## src/rtl/exp_product_if.sv

```systemverilog
`default_nettype none
// ============================================================================
// exp_product_if : term-code job handshake and result/status bundle
// Revision 1.0
// ============================================================================
interface exp_product_if;
  logic        mul_valid;
  logic [5:0]  multiplier_0;
  logic [5:0]  multiplier_1;
  logic [5:0]  multiplier_2;
  logic [5:0]  multiplier_3;
  logic [5:0]  multiplier_4;
  logic [5:0]  multiplier_5;
  logic [25:0] exp_result;
  logic        exp_valid;
  logic        exp_sat;
  logic        code_err;
  logic        busy;
  logic        in_drop;

  modport master (
    output mul_valid, multiplier_0, multiplier_1, multiplier_2,
           multiplier_3, multiplier_4, multiplier_5,
    input  exp_result, exp_valid, exp_sat, code_err, busy, in_drop
  );

  modport slave (
    input  mul_valid, multiplier_0, multiplier_1, multiplier_2,
           multiplier_3, multiplier_4, multiplier_5,
    output exp_result, exp_valid, exp_sat, code_err, busy, in_drop
  );
endinterface
`default_nettype wire

```

## src/rtl/exp_product.sv

```systemverilog
`default_nettype none
// ============================================================================
// exp_product : rebuilds e^X as a product of six LUT factors, Q15.11 result
// Revision 1.0
// ============================================================================
module exp_product (
  input  wire logic    clk,
  input  wire logic    rst_n,
  exp_product_if.slave bus
);

  typedef enum logic [2:0] {
    ST_IDLE = 3'b001,
    ST_MUL  = 3'b010,
    ST_DONE = 3'b100
  } state_t;

  localparam logic [25:0] C_ONE     = 26'd2048;
  localparam logic [25:0] C_ACC_MAX = 26'h3FFFFFF;
  localparam logic [2:0]  C_LAST    = 3'd5;

  // Returns {illegal, factor}; illegal and empty codes both multiply by 1.0
  function automatic logic [26:0] f_decode(input logic [5:0] code);
    logic [25:0] fac;
    logic        err;
    fac = C_ONE;
    err = 1'b0;
    if (code[5]) begin
      case (code[4:0])
        5'd0:    fac = 26'd5567;
        5'd1:    fac = 26'd15133;
        5'd2:    fac = 26'd111817;
        5'd3:    fac = 26'd6105002;
        default: err = 1'b1;
      endcase
    end else begin
      case (code[4:0])
        5'd0:    fac = C_ONE;
        5'd1:    fac = 26'd3377;
        5'd2:    fac = 26'd2630;
        5'd3:    fac = 26'd2321;
        5'd4:    fac = 26'd2180;
        5'd5:    fac = 26'd2113;
        5'd6:    fac = 26'd2080;
        5'd7:    fac = 26'd2064;
        5'd8:    fac = 26'd2056;
        5'd9:    fac = 26'd2052;
        5'd10:   fac = 26'd2050;
        5'd11:   fac = 26'd2049;
        default: err = 1'b1;
      endcase
    end
    return {err, fac};
  endfunction

  state_t      r_state;
  state_t      w_next;
  logic        w_load;
  logic        w_step;
  logic        w_done;

  logic [5:0]  r_codes [6];
  logic [2:0]  r_cnt;
  logic [25:0] r_acc;
  logic        r_sat;
  logic        r_err;

  logic [25:0] r_result;
  logic        r_valid;
  logic        r_osat;
  logic        r_oerr;
  logic        r_drop;

  logic [26:0] w_dec;
  logic [25:0] w_factor;
  logic        w_code_err;
  logic [51:0] w_prod;
  logic [40:0] w_prod_hi;
  logic        w_ovf;
  logic [25:0] w_acc_mul;

  always_ff @(posedge clk) begin
    if (!rst_n) r_state <= ST_IDLE;
    else        r_state <= w_next;
  end

  always_comb begin
    w_next = r_state;
    w_load = 1'b0;
    w_step = 1'b0;
    w_done = 1'b0;
    case (r_state)
      ST_IDLE: begin
        if (bus.mul_valid) begin
          w_load = 1'b1;
          w_next = ST_MUL;
        end
      end
      ST_MUL: begin
        w_step = 1'b1;
        if (r_cnt == C_LAST) w_next = ST_DONE;
      end
      ST_DONE: begin
        w_done = 1'b1;
        w_next = ST_IDLE;
      end
      default: w_next = ST_IDLE;
    endcase
  end

  assign w_dec      = f_decode(r_codes[r_cnt]);
  assign w_factor   = w_dec[25:0];
  assign w_code_err = w_dec[26];
  assign w_prod     = {26'd0, r_acc} * {26'd0, w_factor};
  // Drop the 11 fraction bits of the product; anything above bit 25 is overflow
  assign w_prod_hi  = 41'(w_prod >> 11);
  assign w_ovf      = |w_prod_hi[40:26];
  assign w_acc_mul  = w_prod_hi[25:0];

  always_ff @(posedge clk) begin
    if (!rst_n) begin
      r_codes  <= '{default: '0};
      r_cnt    <= '0;
      r_acc    <= '0;
      r_sat    <= 1'b0;
      r_err    <= 1'b0;
      r_result <= '0;
      r_valid  <= 1'b0;
      r_osat   <= 1'b0;
      r_oerr   <= 1'b0;
      r_drop   <= 1'b0;
    end else begin
      r_valid <= 1'b0;
      r_drop  <= bus.mul_valid && (r_state != ST_IDLE);

      if (w_load) begin
        r_codes[0] <= bus.multiplier_0;
        r_codes[1] <= bus.multiplier_1;
        r_codes[2] <= bus.multiplier_2;
        r_codes[3] <= bus.multiplier_3;
        r_codes[4] <= bus.multiplier_4;
        r_codes[5] <= bus.multiplier_5;
        r_acc      <= C_ONE;
        r_cnt      <= '0;
        r_sat      <= 1'b0;
        r_err      <= 1'b0;
      end

      if (w_step) begin
        r_cnt <= r_cnt + 3'd1;
        // Saturation is sticky so later small factors cannot pull acc back down
        if (r_sat || w_ovf) begin
          r_acc <= C_ACC_MAX;
          r_sat <= 1'b1;
        end else begin
          r_acc <= w_acc_mul;
        end
        if (w_code_err) r_err <= 1'b1;
      end

      if (w_done) begin
        r_result <= r_acc;
        r_osat   <= r_sat;
        r_oerr   <= r_err;
        r_valid  <= 1'b1;
      end
    end
  end

  assign bus.exp_result = r_result;
  assign bus.exp_valid  = r_valid;
  assign bus.exp_sat    = r_osat;
  assign bus.code_err   = r_oerr;
  assign bus.in_drop    = r_drop;
  assign bus.busy       = (r_state == ST_MUL) || (r_state == ST_DONE);

endmodule
`default_nettype wire

```

## src/flat_wrapper.sv

```systemverilog
// flat-port wrapper written by rule: the top's interface ports become plain ports
module exp_product_flat 
  (clk, rst_n, bus_mul_valid, bus_multiplier_0, bus_multiplier_1, bus_multiplier_2, bus_multiplier_3, bus_multiplier_4, bus_multiplier_5, bus_exp_result, bus_exp_valid, bus_exp_sat, bus_code_err, bus_busy, bus_in_drop);
  exp_product_if bus_i ();
  input  wire logic clk;
  input  wire logic rst_n;
  input wire logic [$bits(bus_i.mul_valid)-1:0] bus_mul_valid;
  input wire logic [$bits(bus_i.multiplier_0)-1:0] bus_multiplier_0;
  input wire logic [$bits(bus_i.multiplier_1)-1:0] bus_multiplier_1;
  input wire logic [$bits(bus_i.multiplier_2)-1:0] bus_multiplier_2;
  input wire logic [$bits(bus_i.multiplier_3)-1:0] bus_multiplier_3;
  input wire logic [$bits(bus_i.multiplier_4)-1:0] bus_multiplier_4;
  input wire logic [$bits(bus_i.multiplier_5)-1:0] bus_multiplier_5;
  output wire logic [$bits(bus_i.exp_result)-1:0] bus_exp_result;
  output wire logic [$bits(bus_i.exp_valid)-1:0] bus_exp_valid;
  output wire logic [$bits(bus_i.exp_sat)-1:0] bus_exp_sat;
  output wire logic [$bits(bus_i.code_err)-1:0] bus_code_err;
  output wire logic [$bits(bus_i.busy)-1:0] bus_busy;
  output wire logic [$bits(bus_i.in_drop)-1:0] bus_in_drop;
  assign bus_i.mul_valid = bus_mul_valid;
  assign bus_i.multiplier_0 = bus_multiplier_0;
  assign bus_i.multiplier_1 = bus_multiplier_1;
  assign bus_i.multiplier_2 = bus_multiplier_2;
  assign bus_i.multiplier_3 = bus_multiplier_3;
  assign bus_i.multiplier_4 = bus_multiplier_4;
  assign bus_i.multiplier_5 = bus_multiplier_5;
  assign bus_exp_result = bus_i.exp_result;
  assign bus_exp_valid = bus_i.exp_valid;
  assign bus_exp_sat = bus_i.exp_sat;
  assign bus_code_err = bus_i.code_err;
  assign bus_busy = bus_i.busy;
  assign bus_in_drop = bus_i.in_drop;
  exp_product u_core (.clk(clk), .rst_n(rst_n), .bus(bus_i));
endmodule
```

## config.mk

```make
export PLATFORM = sky130hd
export DESIGN_NAME = exp_product_flat
export DESIGN_NICKNAME = d
export VERILOG_FILES = /design/src/rtl/exp_product_if.sv /design/src/rtl/exp_product.sv /design/src/flat_wrapper.sv
export SDC_FILE = /design/constraint.sdc
export NUM_CORES = 2
export LEC_CHECK = 0
export CAP_MARGIN = 20
export CORE_MARGIN = 4
export CORE_UTILIZATION = 47
export DETAILED_ROUTE_END_ITERATION = 10
export HOLD_SLACK_MARGIN = 0.06
export PLACE_DENSITY = 0.62
export SETUP_SLACK_MARGIN = 0.05
export SLEW_MARGIN = 15
export SYNTH_ARGS = -nofsm -noshare
export SYNTH_HDL_FRONTEND = slang
export SYNTH_SLANG_ARGS = --single-unit
```

## constraint.sdc

```tcl
create_clock -name clk -period 9.9 [get_ports clk]
set_clock_uncertainty 0.1 [all_clocks]
set_input_delay 1.98 -clock clk [delete_from_list [all_inputs] [get_ports clk]]
set_output_delay 1.98 -clock clk [all_outputs]
set_load 0.02 [all_outputs]
```

### Word-level counts from Yosys, hierarchy flattened

Index checks and enable logic that the tools add are counted.

| cells by class | value |
|---|---|
| $add $sub $neg | 1 |
| multipliers | 1 |
| magnitude comparators | 1 |
| equality and inequality tests | 18 |
| multiplexer cells | 28 |
| bitwise operators | 1 |
| reductions and logical operators | 9 |

Operators with widths:

| cell | number |
|---|---|
| 11-bit case mux with 11 select lines | 1 |
| 26-bit 2-to-1 mux | 4 |
| 23-bit case mux with 4 select lines | 1 |
| 26-bit by 26-bit multiplier with 52-bit output | 1 |
| 5-bit by 3-bit equality test with 1-bit output, second input constant | 4 |
| 5-bit by 4-bit equality test with 1-bit output, second input constant | 4 |
| 6-bit binary-select mux with 3-bit select | 1 |
| 15-bit OR reduction | 1 |
| 1-bit 2-to-1 mux | 14 |
| 3-bit 2-to-1 mux | 4 |
| 6-bit 2-to-1 mux | 2 |
| 12-bit OR reduction | 1 |
| 5-bit by 2-bit equality test with 1-bit output, second input constant | 2 |
| 3-bit equality test, second input constant | 2 |
| 3-bit case mux with 2 select lines | 1 |
| 5-bit by 1-bit equality test with 1-bit output, second input constant | 1 |
| 5-bit logical NOT | 1 |
| 4-bit greater-or-equal comparator, second input constant | 1 |
| 3-bit inverter with 4-bit output | 1 |
| 4-bit OR reduction | 1 |
| 3-bit by 1-bit adder with 3-bit output, second input constant | 1 |
| 3-bit by 1-bit equality test with 1-bit output, second input constant | 1 |
| 3-bit by 2-bit equality test with 1-bit output, second input constant | 1 |
| 3-bit by 1-bit != test with 1-bit output, second input constant | 1 |
| other kinds (6) | 7 |

| word-level totals | value |
|---|---|
| flip-flop bits (word level) | 100 |
| input bits | 39 |
| output and inout port bits | 31 |
| word-level logic and storage cells | 75 |

### Longest topological paths before layout

| depth | value |
|---|---|
| word-level depth | 12 |
| gate-level depth with buffers | 40 |
| gate-level depth less buffers | 35 |

### Worst setup path after synthesis

Ideal clock, no wire load.

| timing | value |
|---|---|
| path type | flip-flop to flip-flop |
| start point | reg u_core.r_cnt[1] |
| end point | reg u_core.r_acc[6] |
| library setup time | 150 ps |
| data arrival time | 9,363 ps |
| data required time | 9,650 ps |
| slack | 287 ps |
| cell stages (with the launch flop) | 40 |
| path buffers | 6 |
| period minus slack after synthesis | 9,613 ps |
| cells stage by stage | dfxtp_1 > buf_6 > buf_8 > mux2i_1 > nor2_1 > nor3_1 > clkbuf_1 > nand4_1 > a31o_1 > and2_1 > nor2_1 > clkbuf_1 > nand2_1 > fa_1 > inv_1 > fa_1 > inv_1 > fa_1 > [4 not listed] > inv_1 > fa_1 > inv_1 > ha_1 > clkbuf_1 > a21oi_1 > o21ai_0 > nor3b_1 > a211oi_1 > nand2_1 > nor4_1 > nor2_1 > a211oi_1 > mux2i_1 > o311ai_1 > nor4_4 > buf_6 > a31oi_2 |

| on the way | value |
|---|---|
| longest elaborated chain between the ends | 12 |
| elaborated cells on any way between the ends | 24 |
| classes of those cells | mul (1); eq/ne (11); mux (8); bitwise (1); reduce/logical (3) |

Ends and longest elaborated chain:

| item | line | text |
|---|---|---|
| from (decl) | exp_product.sv:63 | `logic [2:0] r_cnt;` |
| from (signal assigned) | exp_product.sv:150 | `r_cnt <= r_cnt + 3'd1;` |
| 3-bit inverter with 4-bit output (implied by the code) (*) | exp_product.sv:111 | `assign w_dec = f_decode(r_codes[r_cnt]);` |
| 6-bit binary-select mux with 3-bit select (*) | exp_product.sv:111 |  |
| 6-bit 2-to-1 mux (implied by the code) (*) (2 in a row) | exp_product.sv:111 |  |
| 5-bit by 4-bit equality test with 1-bit output, or another cell as far along | exp_product.sv:37 | `case (code[4:0])` |
| 11-bit case mux with 11 select lines or 23-bit case mux with 4 select lines (tied branches) | exp_product.sv:37, exp_product.sv:29 |  |
| 26-bit 2-to-1 mux (*) | exp_product.sv:28 | `if (code[5]) begin` |
| 26-bit by 26-bit multiplier with 52-bit output (*) | exp_product.sv:114 | `assign w_prod = {26'd0, r_acc} * {26'd0, w_factor};` |
| 15-bit OR reduction | exp_product.sv:117 | `assign w_ovf = \|w_prod_hi[40:26];` |
| 1-bit logical OR | exp_product.sv:152 | `if (r_sat \|\| w_ovf) begin` |
| 26-bit 2-to-1 mux (*) | exp_product.sv:152 |  |
| 26-bit 2-to-1 mux (*) | exp_product.sv:149 | `if (w_step) begin` |
| to (signal assigned) | exp_product.sv:156 | `r_acc <= w_acc_mul;` |
| to (decl) | exp_product.sv:64 | `logic [25:0] r_acc;` |

Mark *: on every way between the ends. The rest lies on a longest branch, timed or not. The select of a mux whose other input is x is not followed.
A chain may end at the register's enable or synchronous reset.

### Final worst setup path

| timing | value |
|---|---|
| start point | reg u_core.r_cnt[1] |
| end point | reg u_core.r_acc[8] |

Same word-level chain as after synthesis.

==> results by group <==
Synth
  • Cell area after synthesis: 23600 um2
  • Flops & latches, synth: 100
  • Post-Syn Nets: 3567
  • Top_reg_cell synth: dfxtp_1
  • Synthesized area per cell: 8.30 um2
  • EDFF count, synth: 0
  • Sequential area share after synthesis: 8.49%
  • Cell count after synthesis: 2840
  • Distinct cells, synth: 62
  • Asr flop ratio synth: 0%
  • Synth warn: 0

Final layout
  • Layout cell share with drive strength beyond 1: 5.88%
  • Commonest non-fill, non-tap cell in the layout: inv_1
  • Layout area overhead: 9.66%
  • Diodes inserted: 0
  • Design area: 25800 um2
  • End-of-flow core utilization: 52.5%
  • Most frequent cells in the layout: inv_1, nand2_1, fa_1, ha_1, and2_1
  • FILL cells: 4711
  • Net count, final: 3597
  • Area of the multi-input gates: 18800 um2
  • Reg area: 2000 um2

Critical path
  • Setup slack, reg-to-reg: 0.44 ns
  • Critical path launch point: u_core.r_cnt[1]$_SDFFE_PN0P_
  • Worst reg2reg endpoint: u_core.r_acc[8]$_SDFFE_PN0P_
  • Type of the worst setup path: register to register
  • R2R depth: 33
  • CP max FO: 26
  • CP Data Required Time: 10.10 ns
  • Critical path startpoint category: register
  • Critical path's most frequent cell: fa_1
  • Critical Path Max Stage Delay: 0.59 ns
  • RR Startpoint: u_core.r_cnt[1]$_SDFFE_PN0P_
  • CP arrival: 9.66 ns
  • Slowest stage cell, crit path: fa_1
  • Worst setup EP type: register

Power and ir drop
  • Sequential group share of total power: 37.5%
  • Power Dens Cells: 45.2 nW/um2
  • Comb power frac: 31.7%
  • VDD IR max: 96.2 uV
  • Clock share of power: 30.7%
  • Sw frac: 37.7%
  • Int Pwr: 0.000727 W
  • P_leak: 13.1 nW
  • Sw Pwr: 0.000440 W

Clock tree
  • CTS tree: yes
  • Root Buffer: clkbuf_16
  • CTS sink count: 100
  • Clock Tree Buf Depth: 2
  • # hold bufs at CTS: 0
  • Clk slew on worst S/H paths: 0.08 ns
  • CTS Buf Count: 9
  • CTS H-tree depth: 3
  • Clock latency on the worst-skew pair: 0.37 ns

Routing
  • DR pass1 iterations: 5
  • DR vias/cell: 5.25
  • DRC errors left: 0
  • Routed wire length: 64500 um
  • Routed len/inst: 18.2 um
  • Vias: 18570
  • Post-DRT Antenna Nets: 0
  • Iter 0 DRT Violations: 1034

Timing
  • Hold Worst Slack: 0.364 ns
  • Post-route minimum period: 9.46 ns
  • Slew margin rel.: 26.2%
  • Final setup violation count: 0
  • Final Hold Fails: 0
  • Fin Setup TNS: 0 ns
  • Achievable Freq: 106 MHz
  • Period utilization: 95.5%
  • Final Max Tran Viols: 0
  • RSZ-0062 raised after global routing: false
  • Worst slew pin tran: 1.10 ns

Min path
  • Hold Path Depth: 2
  • WHS Endpoint: u_core.bus.exp_result[3]$_SDFFE_PN0P_
  • Worst hold-check path type: register to register
  • Beginning of the worst hold path: u_core.bus.exp_result[3]$_SDFFE_PN0P_

Floorplanning
  • Core area: 49300 um2
  • Die footprint: 53800 um2
  • Die Width: 232 um
  • Initial core utilization: 47.8%
  • DIE HEIGHT: 232 um
  • Row cnt: 81
  • I/O Pins: 70

GRT
  • Vias in the first global route: 20129
  • First-pass GRT wire length: 106000 um
  • Grt total ovfl: 0
  • Largest net degree at the start of global routing: 101
  • GRT Overall Usage: 24.6%
  • Antenna violations before repair: 1

Place
  • Final HPWL DP: 51000 um
  • Final GP Congestion: 0.968
  • Placed Area: 25200 um2
  • PortBufs: 69

Status
  • Outcome: complete, no violations

Job
  • Number of max-cap violations: 0
==> how the worst max path moves through the flow <==
stage,endpoint,slack [ns],depth (start not counted)
floorplan,u_core.r_acc[6]$_SDFFE_PN0P_,0.29,39
global placement,u_core.r_acc[11]$_SDFFE_PN0P_,0.1,34
detailed placement,u_core.r_acc[9]$_SDFFE_PN0P_,0.04,35
CTS,u_core.r_acc[9]$_SDFFE_PN0P_,0.07,34
global route,u_core.r_acc[21]$_SDFFE_PN0P_,0.01,36
finish,u_core.r_acc[8]$_SDFFE_PN0P_,0.44,33
==> metrics by stage <==
stage / total power, W / std cells / worst slack [ns]
floorplan: 0.000649 / 2840 / 0.287
CTS: 0.00116 / 3527 / 0.0668
global placement: 0.000799 / 3511 / 0.0967
finish: 0.00117 / 3539 / 0.441
global route: 0.00123 / 3539 / 0.0129
detailed placement: 0.000803 / 3511 / 0.0385
==> layout make-up <==
class	count	share of cell area, %
Clock buffer	9	0.872
Clock inverter	7	0.261
Inverter	663	9.63
Multi-Input combinational cell	1944	72.6
Sequential cell	100	7.75
Tap cell	664	3.21
Timing Repair Buffer	152	5.68
==> synth_stat cells (3+ instances only) <==
cell type	number	area share [%]
a211oi_1	5	0.16
a21boi_0	67	2.1
a21o_1	26	0.83
a21oi_1	79	1.7
a31oi_1	23	0.61
a31oi_2	10	0.53
and2_1	220	5.8
and3_1	9	0.24
buf_2	3	0.064
buf_6	3	0.14
clkbuf_1	123	2.0
dfxtp_1	100	8.5
fa_1	426	36
ha_1	262	14
inv_1	663	11
mux2i_1	20	0.85
nand2_1	441	7.0
nand2b_1	5	0.13
nand3_1	23	0.49
nand4_1	26	0.69
nor2_1	119	1.9
nor2b_1	7	0.19
nor3_1	19	0.40
nor3b_1	5	0.16
nor4_1	5	0.13
o21a_1	8	0.25
o21ai_0	42	0.89
o21bai_1	7	0.22
o31ai_1	3	0.096
or2_2	4	0.11
or3_1	12	0.32
or4_1	3	0.096
xnor2_1	22	0.82
xor2_1	14	0.52
==> power by group through the flow <==
stage | Sequential, W | Combinational [W] | Clock (W)
floorplan | 0.000433 | 0.000216 | 0
global placement | 0.000447 | 0.000352 | 0
detailed placement | 0.000447 | 0.000356 | 0
CTS | 0.000438 | 0.000359 | 0.000366
global route | 0.000440 | 0.000410 | 0.000379
finish | 0.000438 | 0.000371 | 0.000359
==> routing by layer <==
metal	vias up	global-route usage, %	routed length, um
li1	8640	-	-
met1	9260	32.5	27600
met2	535	41.5	30500
met3	135	4.20	3950
met4	0	7.98	2400
met5	-	0	0
==> state kept, by name, indices dropped and copies added (netlist names), 3 cells and up <==
name                   cells
u_core.bus.exp_result     26
u_core.r_cnt               3
u_core.r_state             3
u_core.r_codes            36
u_core.r_acc              26
==> critical path: cells and delay by family (launching register included) <==
family	cells	cell delay, ns
buf+inv	8	1.12
flops	1	0.36
compound gates	9	2.50
fa+ha+maj	8	3.59
simple gates	6	1.04
mux	2	0.65
==> timing repair <==
item,CTS,global route
resized for setup,2,53
buffers inserted,0,9
pin swaps,0,11
gates cloned,0,2
endpoints found under the setup margin,27,27
==> logic make-up after synthesis <==
group / synth area share (%)
AND/OR/NAND/NOR: 18.0
adder cells (fa/ha/maj): 50.1
buffers and inverters: 12.9
AO/OA/AOI/OAI: 8.36
multiplexers: 0.849
flip-flops: 8.49
XOR/XNOR: 1.34
(Power assumes the default switching activity.)
==> RTL change 1: new RTL, config.mk and constraints unchanged <==
Re-encode `state_t` (3 states) as binary, 2 bits wide.
--- a/src/rtl/exp_product.sv
+++ b/src/rtl/exp_product.sv
@@ -10,8 +10,8 @@
 );
 
-  typedef enum logic [2:0] {
-    ST_IDLE = 3'b001,
-    ST_MUL  = 3'b010,
-    ST_DONE = 3'b100
+  typedef enum logic [1:0] {
+    ST_IDLE = 2'd0,
+    ST_MUL  = 2'd1,
+    ST_DONE = 2'd2
   } state_t;
 
Behaviour: same outputs for any inputs over 4 cycles, from zero or initial values and one cycle with rst_n low; so few cycles prove little.
==> RTL change 1 against the unedited design <==
- worst setup slack lost 210 ps
- synthesized area grew 2.1%
- wire length grew 10%
- sequential cell count shrank 1
- design area grew 4.0%
Power is not compared: it rests on default switching activity, and its combinational part moved more than twofold at a synthesized area within 25%.
==> RTL change 1: results (changes against the unedited design) <==
INFO  outcome        run_status=finished, final reports clean
INFO  final_layout   max_ffs_per_register=36 [unchanged]
INFO  critical_path  worst_path_max_delay_cell=fa_2
INFO  drt            initialDrtViolationCount=1056 [+2.1%]
INFO  placement      post_dp_cell_area=25800squm [+2.3%]
INFO  drt            route.detailed.wl_per_inst=19.8um [+8.6%]
INFO  final_layout   final_layout_size_suffix_gt1_share=8.81% [+2.9 points]
INFO  placement      detailedPlacementHpwl=55.3mm [+8.4%]
INFO  placement      routability_driven_placement_congestion_ratio=0.969 [+0.14%]
INFO  global_routing number_of_antenna_violations_at_the_first_check_in_global_routing=5 [+4]
INFO  logic_synthesis synth_nets=3576 [+0.25%]
INFO  critical_path  crit_path_max_incr_delay=590ps [about the same]
INFO  logic_synthesis ys_types=70 [+13%]
INFO  logic_synthesis post_synth_most_frequent_cells=inv_1, fa_1, nand2_1, ha_1, and2_1
INFO  logic_synthesis yosys_warnings=0 [unchanged]
INFO  clock_network  cts_root_buffer=clkbuf_16
INFO  drt            drt_first_pass_iters=5 [unchanged]
INFO  worst_hold_path worst_hold_path_type=flop to flop
INFO  critical_path  critical_path.max_fanout=14 [-46%]
INFO  final_layout   total_inserted_antenna_cells=0 [unchanged]
INFO  logic_synthesis synth_async_sr_flop_share=0% [unchanged]
INFO  placement      placement_setup_slack=-171ps [-209 ps]
INFO  clock_network  clk_path_buf_depth=2 [unchanged]
INFO  worst_hold_path holdPathStages=2 [unchanged]
INFO  global_routing grt_start_max_net_pins=71 [-30%]
INFO  logic_synthesis synthMuxAreaShare=2.25% [+1.4 points]
INFO  global_routing grt_pass1_vias=20.8k [+3.5%]
INFO  logic_synthesis post_synth_fa_ha_maj_area_fraction=49.3% [-0.82 points]
INFO  logic_synthesis fraction_of_the_mapped_netlist_area_in_compound_gates=8.19% [-0.17 points]
INFO  logic_synthesis synth_xor_area_share=1.20% [-0.14 points]
INFO  critical_path  crit_arrival=9750ps [+90 ps]
INFO  logic_synthesis sequential_cell_area_fraction_in_the_yosys_report=8.24% [-0.26 points]
INFO  final_layout   fill_count=4736 [+0.53%]
INFO  global_routing grt_first_pass_wirelength=113mm [+6.8%]
INFO  critical_path  setup_slack_on_the_worst_flop_to_flop_path=230ps [-210 ps]
INFO  drt            vias_per_cell=5.39 [+2.8%]
INFO  timing         worstMarginPinSlew=1170ps [+63.2 ps]
INFO  timing         timing.final.crit_period=9670ps [+214 ps]
INFO  logic_synthesis netlist_top_cells_area=fa_1, ha_1, inv_1
INFO  global_routing grt_util_overall=26.1% [+1.5 points]
INFO  critical_path  r2r_cells=32 [-3.0%]
[RTL change 1: changes by cell type after synthesis, moves of 28 or more]
cell / delta
a21oi_1: +31
or2_2: +28
nand2_1: -73
nor2_1: -35
a21boi_0: -65
and2_1: +40
[RTL change 1: kinds of logic after synthesis]
logic type,Yosys count
xor gates and xnor gates,33
buffers and inverters,787
AOI/OAI and AO/OA,294
muxes,53
adders and majority gates,692
DFF,99
and+or+nand+nor,888
[RTL change 1: power groups by stage]
stage / logic [mW] / clock network [mW] / registers, mW
2_1_floorplan: 1.06 / 0 / 0.481
3_3_place_gp: 1.58 / 0 / 0.544
3_5_place_dp: 1.60 / 0 / 0.544
4_1_cts: 1.63 / 0.385 / 0.536
5_1_grt: 1.99 / 0.400 / 0.543
6_report: 1.79 / 0.375 / 0.538
[RTL change 1: final cells by class]
type	instances	area, sq um	area share (%)
Clock buffer	9	225	0.838
Clock inverter	7	80.1	0.298
Inverter	654	2450	9.13
Multi-Input combinational cell	1960	19500	72.5
Sequential cell	99	1990	7.40
Tap cell	672	841	3.13
Timing Repair Buffer	187	1810	6.72
[RTL change 1: critical path, delay by kind of cell, from the launching register on]
| family | cells | cell delay (ps) |
|---|---|---|
| mux | 1 | 340 |
| simple gates | 6 | 2080 |
| compound gates | 7 | 1720 |
| fa+ha+maj | 8 | 3630 |
| buf+inv | 10 | 1250 |
| flops | 1 | 380 |
[RTL change 1: layer usage]
metal,vias to the layer above,share of wire [%],GRT usage (%)
li1,8899,-,-
met5,-,0,0
met3,120,6.9,4.35
met2,587,48,44.0
met4,0,2.4,6.09
met1,9742,43,35.5
[RTL change 1: path summary, 6_finish.rpt]
check,from,endpoint
worst max-delay path,u_core.r_cnt[1],u_core.r_acc[2]
worst min-delay path,u_core.r_codes[4],u_core.r_codes[4]
worst max register to register,u_core.r_cnt[1],u_core.r_acc[2]
worst min register to register,u_core.r_codes[4],u_core.r_codes[4]
[RTL change 1: what timing repair did]
| action | CTS | global route |
|---|---|---|
| cloned | 3 | 6 |
| pin swaps | 2 | 36 |
| gates resized for setup | 15 | 105 |
| endpoints found under the setup margin | 27 | 27 |
| setup buffers | 3 | 26 |
[RTL change 1: stage by stage]
step                      TNS [ps]  instances  total power [mW]  utilization [%]  hold slack [ps]
after floorplan                  0       2846              1.54                -              333
after global placement       -1090       3533              2.12             51.1              345
after detailed placement     -3340       3534              2.14             51.2              346
after CTS                        0       3556              2.56             51.9              358
after global routing          -103       3588              2.93             53.4              375
final                            0       3588              2.71             53.4              357
==> RTL change 2: new RTL, same settings <==
Made on the original files. `C_ACC_MAX`: 26'h3FFFFFF -> 26'h2FFFFFF.
--- a/src/rtl/exp_product.sv
+++ b/src/rtl/exp_product.sv
@@ -17,5 +17,5 @@
 
   localparam logic [25:0] C_ONE     = 26'd2048;
-  localparam logic [25:0] C_ACC_MAX = 26'h3FFFFFF;
+  localparam logic [25:0] C_ACC_MAX = 26'h2FFFFFF;
   localparam logic [2:0]  C_LAST    = 3'd5;
 
Formal check against the unedited RTL: not equivalent (Yosys sat finds a counterexample within 10 cycles, from zero or initial values and one cycle with rst_n low).
==> RTL change 2 against the unedited design <==
- critical path depth did not move
- worst setup slack got worse by 41 ps
- synthesized area increased by 1.0%
- sequential share of layout area is 0.050 points lower
- design area grew 1.0%
- synthesized cell count is 0.77% higher
- sequential cell count unchanged
- die area rose by 0.99%
- wire length up 0.99%
- power grew 2.1%
==> RTL change 2: results (changes against the unedited design) <==
INFO  worst_hold_path min_delay_worst_endpoint=u_core.bus.exp_result[11]
INFO  global_routing number_of_antenna_violations_at_the_first_check_in_global_routing=3 [+2]
INFO  critical_path  critical_path.max_fanout=25 [-3.8%]
INFO  logic_synthesis yosys_warnings=0 [unchanged]
INFO  final_layout   fill_count=4840 [+2.7%]
INFO  power          static-leakage-power=13.1nW [+0.12%]
INFO  global_routing grt_util_overall=24.9% [+0.30 points]
INFO  global_routing grt_pass1_vias=20.1k [+0.050%]
INFO  timing         worstMarginPinSlew=1230ps [+125 ps]
INFO  global_routing grtUsageMet2=42.1% [+0.61 points]
INFO  critical_path  crit_path_max_incr_delay=560ps [-30 ps]
INFO  global_routing grt_start_max_net_pins=102 [+0.99%]
INFO  logic_synthesis synth_nets=3589 [+0.62%]
INFO  drt            initialDrtViolationCount=1026 [-0.77%]
INFO  final_layout   max_ffs_per_register=36 [unchanged]
INFO  global_routing grt_util_met3=3.60% [-0.60 points]
INFO  critical_path  setup_slack_on_the_worst_flop_to_flop_path=400ps [-40 ps]
INFO  placement      detailedPlacementHpwl=51.6mm [+1.2%]
INFO  logic_synthesis netlist_top_cells_area=fa_1, ha_1, inv_1
INFO  timing         fin_worst_hold_slack=367ps [+3.52 ps]
INFO  logic_synthesis sequential_cell_area_fraction_in_the_yosys_report=8.41% [-0.086 points]
INFO  final_layout   final_layout_size_suffix_gt1_share=6.45% [+0.57 points]
INFO  drt            wl=65.1mm [+0.99%]
INFO  logic_synthesis ys_types=79 [+27%]
INFO  logic_synthesis post_synth_most_frequent_cells=inv_1, nand2_1, fa_1, ha_1, and2_1
INFO  critical_path  worst_path_max_delay_cell=or4_1
INFO  worst_hold_path min-delay-start=u_core.bus.exp_result[11]
INFO  placement      post_dp_cell_area=25500squm [+1.1%]
INFO  placement      routability_driven_placement_congestion_ratio=0.929 [-4.0%]
INFO  global_routing use_met1=34.0% [+1.6 points]
INFO  worst_hold_path holdPathStages=2 [unchanged]
INFO  outcome        run_status=finished, final reports clean
INFO  clock_network  cts_max_level=3 [unchanged]
INFO  power          vdd.ir_drop.worst=0.0806mV [-16%]
INFO  critical_path  regToRegEndpoint=u_core.r_acc[17]
INFO  global_routing grt_first_pass_wirelength=107mm [+1.2%]
INFO  clock_network  worstSkewPairLatency=350ps [-20 ps]
INFO  drt            via_count=18.6k [-0.038%]
==> RTL change 2: power breakdown <==
group          leakage, nW  internal [mW]  switching, mW  total (mW)
registers            0.814          0.415         0.0248       0.440
clock network        0.150          0.223          0.160       0.383
logic                 12.1          0.135          0.235       0.370
==> RTL change 2: layout make-up <==
type	count	area [sq um]	share of cell area, %
multi-input cells	1958	19000	72.7
inverters	671	2520	9.65
flip-flops and latches	100	2010	7.70
repair buffers	139	1440	5.50
well taps	672	841	3.22
clock buffers	11	233	0.891
clock inverters	5	85.1	0.326
diodes	1	2.50	0.00958
==> RTL change 2: timing repair <==
action	in CTS	in global routing
pin swaps	0	8
setup endpoints to repair	2	27
resized for setup	2	64
setup buffers	0	2
gates cloned	0	2
==> RTL change 2: tightest hold or removal path, stage by stage (launching register included) <==
cell and delay [ps]:
dfxtp_1 310, nand2_1 50, a21boi_0 60
==> RTL change 2: per-stage QoR <==
stage                     worst slack (ps)  cells
after floorplan                        592   2862
after global placement                 269   3535
after detailed placement              42.9   3535
after CTS                              106   3551
after global routing                  38.7   3556
final                                  400   3557
==> RTL change 2: cell families (layout without fill, tap and decap cells) <==
| group | count (synthesis) | after routing | synth area share, % |
|---|---|---|---|
| and+or+nand+nor | 898 | 898 | 17.9 |
| buffers and inverters | 804 | 826 | 12.9 |
| DFF | 100 | 100 | 8.41 |
| AOI/OAI and AO/OA | 317 | 317 | 9.14 |
| adders and majority gates | 688 | 688 | 49.6 |
| xor gates and xnor gates | 36 | 36 | 1.32 |
| muxes | 19 | 19 | 0.825 |
| other | 0 | 1 | 0 |
==> RTL change 2: layer usage <==
| layer | up-vias | part of all wire, % |
|---|---|---|
| met1 | 9273 | 44 |
| met3 | 97 | 5.4 |
| met2 | 522 | 48 |
| li1 | 8671 | - |
| met4 | 0 | 2.6 |
| met5 | - | 0 |
==> RTL change 2: worst max-delay path by stage <==
stage	from	end	cells past startpoint
after global placement	u_core.r_cnt[0]	u_core.r_acc[13]	31
after floorplan	u_core.r_cnt[1]	u_core.r_acc[13]	34
after detailed placement	u_core.r_cnt[1]	u_core.r_acc[17]	35
after global routing	u_core.r_cnt[0]	u_core.r_acc[1]	34
final	u_core.r_cnt[1]	u_core.r_acc[17]	33
after CTS	u_core.r_cnt[1]	u_core.r_acc[17]	31
